`src/rtl/dmem_miss_ctrl.sv`:
```
// Data-cache miss sequencer for the MEM stage: freezes the upstream pipeline, bubbles MEM/WB,
// requests and waits for a refill, strobes the cache write, counts misses and traps timeouts.
module dmem_miss_ctrl #(
  parameter int unsigned TIMEOUT_CYCLES = 256,
  parameter int unsigned CNT_WIDTH      = 32
) (
  input  logic                 clk,
  input  logic                 rst,
  input  logic                 MemAccessM,
  input  logic                 HitM,
  input  logic                 mem_ready,
  output logic                 mem_req,
  output logic                 RefillEn,
  output logic                 StallM,
  output logic                 BubbleW,
  output logic [CNT_WIDTH-1:0] MissCount,
  output logic                 TimeoutErr
);

  localparam int unsigned WAIT_W = $clog2(TIMEOUT_CYCLES + 1);
  localparam logic [WAIT_W-1:0] WAIT_LAST = WAIT_W'(TIMEOUT_CYCLES - 1);

  typedef enum logic [2:0] {
    S_IDLE      = 3'd0,
    S_MISS_REQ  = 3'd1,
    S_MISS_WAIT = 3'd2,
    S_REFILL    = 3'd3,
    S_ERROR     = 3'd4
  } state_t;

  state_t                r_state;
  state_t                w_state_nxt;
  logic [WAIT_W-1:0]     r_wait_cnt;
  logic [WAIT_W-1:0]     w_wait_cnt_nxt;
  logic [CNT_WIDTH-1:0]  r_miss_cnt;
  logic                  w_miss;
  logic                  w_miss_cnt_sat;
  logic                  w_count_miss;

  assign w_miss         = MemAccessM & ~HitM;
  assign w_miss_cnt_sat = &r_miss_cnt;
  assign w_count_miss   = (r_state == S_IDLE) & w_miss & ~w_miss_cnt_sat;

  // State, wait counter and saturating miss counter
  always_ff @(posedge clk) begin
    if (rst) begin
      r_state    <= S_IDLE;
      r_wait_cnt <= '0;
      r_miss_cnt <= '0;
    end else begin
      r_state    <= w_state_nxt;
      r_wait_cnt <= w_wait_cnt_nxt;
      if (w_count_miss) begin
        r_miss_cnt <= r_miss_cnt + CNT_WIDTH'(1);
      end
    end
  end

  // Next-state and state-decoded outputs; everything forced low while rst is asserted
  always_comb begin
    w_state_nxt    = r_state;
    w_wait_cnt_nxt = r_wait_cnt;
    mem_req        = 1'b0;
    RefillEn       = 1'b0;
    StallM         = 1'b0;
    TimeoutErr     = 1'b0;

    case (r_state)
      S_IDLE: begin
        StallM = w_miss;
        if (w_miss) begin
          w_state_nxt = S_MISS_REQ;
        end
      end
      S_MISS_REQ: begin
        mem_req = 1'b1;
        StallM  = 1'b1;
        if (mem_ready) begin
          w_state_nxt = S_REFILL;
        end else begin
          w_state_nxt    = S_MISS_WAIT;
          w_wait_cnt_nxt = '0;
        end
      end
      S_MISS_WAIT: begin
        StallM         = 1'b1;
        w_wait_cnt_nxt = r_wait_cnt + WAIT_W'(1);
        // A refill arriving on the last allowed cycle still wins over the timeout
        if (mem_ready) begin
          w_state_nxt = S_REFILL;
        end else if (r_wait_cnt == WAIT_LAST) begin
          w_state_nxt = S_ERROR;
        end
      end
      S_REFILL: begin
        RefillEn    = 1'b1;
        StallM      = 1'b1;
        w_state_nxt = S_IDLE;
      end
      S_ERROR: begin
        StallM     = 1'b1;
        TimeoutErr = 1'b1;
      end
      default: begin
        w_state_nxt = S_IDLE;
      end
    endcase

    if (rst) begin
      mem_req    = 1'b0;
      RefillEn   = 1'b0;
      StallM     = 1'b0;
      TimeoutErr = 1'b0;
    end
  end

  assign BubbleW   = StallM;
  assign MissCount = rst ? '0 : r_miss_cnt;

endmodule

```
`config.mk`:
```
export PLATFORM = sky130hd
export DESIGN_NAME = dmem_miss_ctrl
export DESIGN_NICKNAME = d
export VERILOG_FILES = /design/src/rtl/dmem_miss_ctrl.sv
export SDC_FILE = /design/constraint.sdc
export NUM_CORES = 1
export LEC_CHECK = 0
export BUFFER_PORTS_ARGS = -buffer_cell sky130_fd_sc_hd__clkbuf_2
export CELL_PAD_IN_SITES_DETAIL_PLACEMENT = 0
export CELL_PAD_IN_SITES_GLOBAL_PLACEMENT = 1
export CORE_MARGIN = 2
export CORE_UTILIZATION = 46
export CTS_BUF_LIST = sky130_fd_sc_hd__clkbuf_8
export CTS_CLUSTER_DIAMETER = 100
export DETAILED_ROUTE_END_ITERATION = 16
export PLACE_DENSITY = 0.93
export SLEW_MARGIN = 10
export SYNTH_ARGS = -nofsm -noshare
export SYNTH_HDL_FRONTEND = slang
export SYNTH_SLANG_ARGS = --single-unit
```
`constraint.sdc`:
```
create_clock -name clk -period 4.7 [get_ports clk]
set_input_delay 0.235 -clock clk [delete_from_list [all_inputs] [get_ports clk]]
set_output_delay 0.235 -clock clk [all_outputs]
set_load 0.01 [all_outputs]
```
# After elaboration in Yosys (flattened, before gate mapping)
# Cells that the tools add are included.
# totals
out_inout_bits	37
inputBits	5
ff_bits	44
word_cells	41
# op_classes
muxes	16
n_reduce_logical	6
eq_ne	8
addsub	2
n_bitwise	6
# ops
operator	n
$add 32x1->32 const B	1
$mux 32	1
$reduce_and 32->1	1
$pmux 9 s2	1
$pmux 3 s4	1
$add 9x1->9 const B	1
$eq 9x8->1 const B	1
$mux 3	3
$mux 9	1
$mux 1	8
$eq 3x2->1 const B	2
$ne 2x2->1 const B	2
$reduce_or 4->1	1
$and 1x1->1	3
$eq 3x1->1 const B	1
$eq 3x3->1 const B	1
$logic_not 3->1	1
$ne 3x3->1 const B	1
$not 1->1	3
$reduce_and 3->1	1
$pmux 1 s2	1
$reduce_and 2->1	1
$reduce_bool 2->1	1

# Longest topological paths before layout
# logic_depth
word_depth	4
mapped_depth	9
mapped_depth_nobuf	9

# Worst setup path before layout
# Ideal clock, no wire load.
# synth_path
path_type	reg2reg
start	reg r_state[2]
end	reg r_miss_cnt[31]
n_path_buf	1
t_required_ns	4.630
path_slack_ns	2.451
arrival_ns	2.179
stages_incl_launch_ff	7
period_less_slack_ns	2.249
cell_sequence	dfxtp_1 or3_4 nor4_4 or4b_1 buf_2 or3_1 a21oi_1
# synth_via
elab_chain_len	3
# synth_lines
item	line_no	text
from (decl)	31	state_t r_state;
from (signal assigned)	51	r_state <= w_state_nxt;
$logic_not 3->1	42	assign w_count_miss = (r_state == S_IDLE) & w_miss & ~w_miss_cnt_sat;
$and 1x1->1 (2 in series)	42	
to (signal assigned)	54	r_miss_cnt <= r_miss_cnt + CNT_WIDTH'(1);
to (decl)	35	logic [CNT_WIDTH-1:0] r_miss_cnt;
# No other way between the ends.
# A chain may end at the register's enable or synchronous reset.

# Final worst setup path
# layout_path
start	reg r_state[2]
end	reg r_miss_cnt[26]
# Same word-level chain as after synthesis.

==> reports/metrics.yaml <==
run_status:
  outcome: "finished clean"
timing:
  layout_min_cycle_time_ps: 2720
  rsz0062_at_grt: "false"
  setup_tns_ps: 0
  setup_viol: 0
  period_share_pct: 57.9
  fmax_ghz: 0.368
  finClkSkew_ps: 7.30
  slew_headroom_pct: 33.2
  tightest_slew_ps: 996
  finalHoldViolations: 0
  slew_violations: 0
cts:
  htree_levels: 2
  cts_resized: 0
  hold_buffers: 0
  tritoncts: "done"
  cts_root_buf: "clkbuf_8"
  post_cts_buffers: 0
  cts_made_buffers: 5
  clockBufferDepth: 2
  worstSkewPairLatency_ps: 290
  clock_sinks: 44
  clk_transition_reported_paths_ps: 80
synthesis:
  synth_fp_nets: 329
  async_flop_share_pct: 0
  synthesis.area_um2: 2530
  synth-compound-area-share_pct: 13.0
  yosysTopAreaCellShare_pct: 34.9
  synth_top_family_by_area: "simple AND/OR/NAND/NOR gates"
  avgSynthCellArea_um2: 7.87
  synth_cell_types: 46
  synth_edf_count: 0
  seq_area_frac_synth_pct: 34.9
  synthTopCellsByArea: "dfxtp_1, nor2b_1, nor2_1"
  postSynthCellCount: 321
  yosysTopAreaCell: "dfxtp_1"
  synth_fa_ha_area_share_pct: 1.49
  yosys.area_share.simple_pct: 40.3
  ys_ff_latch: 44
  ys_warn_count: 0
  synth-xor-area-share_pct: 2.77
  synth_ff_type: "dfxtp_1"
  synth_mux_area_share_pct: 4.01
place:
  portBuffers: 41
  hpwl_um: 4080
  gp_congestion: 0.844
final_layout:
  nets: 361
  drive_gt1_share_pct: 19.3
  diodes: 0
  syn_to_final_growth_pct: 12.2
floorplanning:
  die_width_um: 78.1
  die_h_um: 78.1
  die_area_um2: 6100
  initial_utilization_pct: 48.5
  row_count: 26
  pin_count: 42
  core-area_um2: 5200
critical_path:
  crit_slowest_cell: "or4_1"
  critPathMaxStageDelay_ps: 760
  crit_top_cell: "or4_1"
  endpoint_kind: "flip-flop"
  arrival_ps: 2960
  required_ps: 4940
  crit_family: "simple AND/OR/NAND/NOR gates"
  path_cells: "nor3_1 -> nand4_1 -> or4_1 -> or4_1 -> nand2_1"
  critPathMaxFanout: 13
  worstSetupPathType: "reg2reg"
  start_kind: "flip-flop"
  critPathBufInv: 0
power:
  internal_power_uw: 508
  max-vdd-ir-drop_uv: 174
  power.share.clock_pct: 32.0
  combPwrFrac_pct: 11.5
  power.switching_uw: 185
  switching_share_pct: 26.7
  power_density_nw_per_um2: 245
  p_leak_nw: 1.01
  p_seq_share_pct: 56.5
  p_total_uw: 693
drt:
  vias: 2377
  wl_per_cell_um: 13.3
  routed_wl_um: 5610
  dr.pass1.iters: 4
  drc_errors: 0
  drtAntennaViolNets: 0
  vias_per_cell: 5.62
  drt_iter0_drc: 101
grt:
  grt_pass1_vias: 2071
  grt_use_total_pct: 19.0
  grt_pass1_wl_um: 9450
  grt_max_degree: 55
  antenna_found_initial: 0
  grt-ovfl-total: 0
job:
  maxCapViolCount: 0
hold_path:
  min_path_type: "in2reg"
Yosys cell counts (all sizes together) (4+ instances only):
cell type,n
dfxtp,44
a21oi,19
nor2,40
or3,14
xnor2,8
inv,5
nor3,8
nor2b,32
nand2,18
nand3,18
or2,4
or4,8
nand4,13
buf,4
nor4,4
mux2,9
o21ai,20
clkbuf,13
a2111oi,4
through the flow:
step / setup slack [ps] / instance area (µm²) / instances / utilization (%) / hold WS [ps]
floorplan: 2450 / 2530 / 321 / - / 401
global placement: 2060 / 2760 / 416 / 53.0 / 468
detailed placement: 2070 / 2760 / 416 / 53.0 / 482
CTS: 2030 / 2830 / 423 / 54.4 / 230
global route: 1830 / 2830 / 423 / 54.4 / 264
finish: 1980 / 2830 / 423 / 54.4 / 235
flip-flops by register name, summed over array words and instances (netlist names):
name,flops
r_state,3
r_wait_cnt,9
r_miss_cnt,32
area by class of cell:
class | instances | area (µm²)
sequential | 44 | 881
clock inverter | 2 | 8.76
inverter | 5 | 18.8
fill | 515 | 2370
clock buffer | 5 | 68.8
tap | 70 | 87.6
multi-input combinational | 255 | 1560
timing repair buffer | 42 | 213
layout by cell type (no fill, tap or decap), types with 9 or more instances in the layout:
cell type	instances
a21oi_1	19
nand2_1	18
dfxtp_1	44
nand4_1	12
nor2_1	40
nor2b_1	32
or3_1	13
nand3_1	18
o21ai_0	20
mux2_2	9
clkbuf_2	41
worst register-to-register path, stage by stage (launching register included):
cell and delay, ps:
dfxtp_1 420, nor3_1 550, nand4_1 400, or4_1 760, or4_1 450, nand2_1 80
logic make-up after synthesis:
kind of cell,Yosys count
XOR/XNOR,8
flip-flops,44
buffers and inverters,22
multiplexers,9
adder cells (fa/ha/maj),3
AND/OR/NAND/NOR,179
AO/OA/AOI/OAI,56
per-layer routing:
| layer | vias to the layer above | share of wire, % | GRT usage, % |
|---|---|---|---|
| li1 | 1225 | - | - |
| met1 | 1112 | 50 | 26.2 |
| met2 | 35 | 45 | 29.2 |
| met3 | 5 | 4.0 | 4.25 |
| met4 | 0 | 0.94 | 6.67 |
| met5 | - | 0 | 0 |
power by group through the flow:
stage	Combinational (mW)	Sequential (mW)	Clock [mW]
final	0.0800	0.391	0.222
after detailed placement	0.0803	0.400	0
after CTS	0.0809	0.391	0.229
after global routing	0.0906	0.393	0.246
after global placement	0.0793	0.400	0
after floorplan	0.0697	0.392	0
final timing paths:
kind                            slack, ps     startpoint              to  depth (start not counted)
worst max register to register       1980     r_state[2]  r_miss_cnt[26]                          5
worst min-delay path                  240      mem_ready      r_state[0]                          3
worst max-delay path                 1980     r_state[2]  r_miss_cnt[26]                          5
worst min register to register        500  r_wait_cnt[3]   r_wait_cnt[3]                          1
No activity file was read; power rests on OpenSTA's default activity.
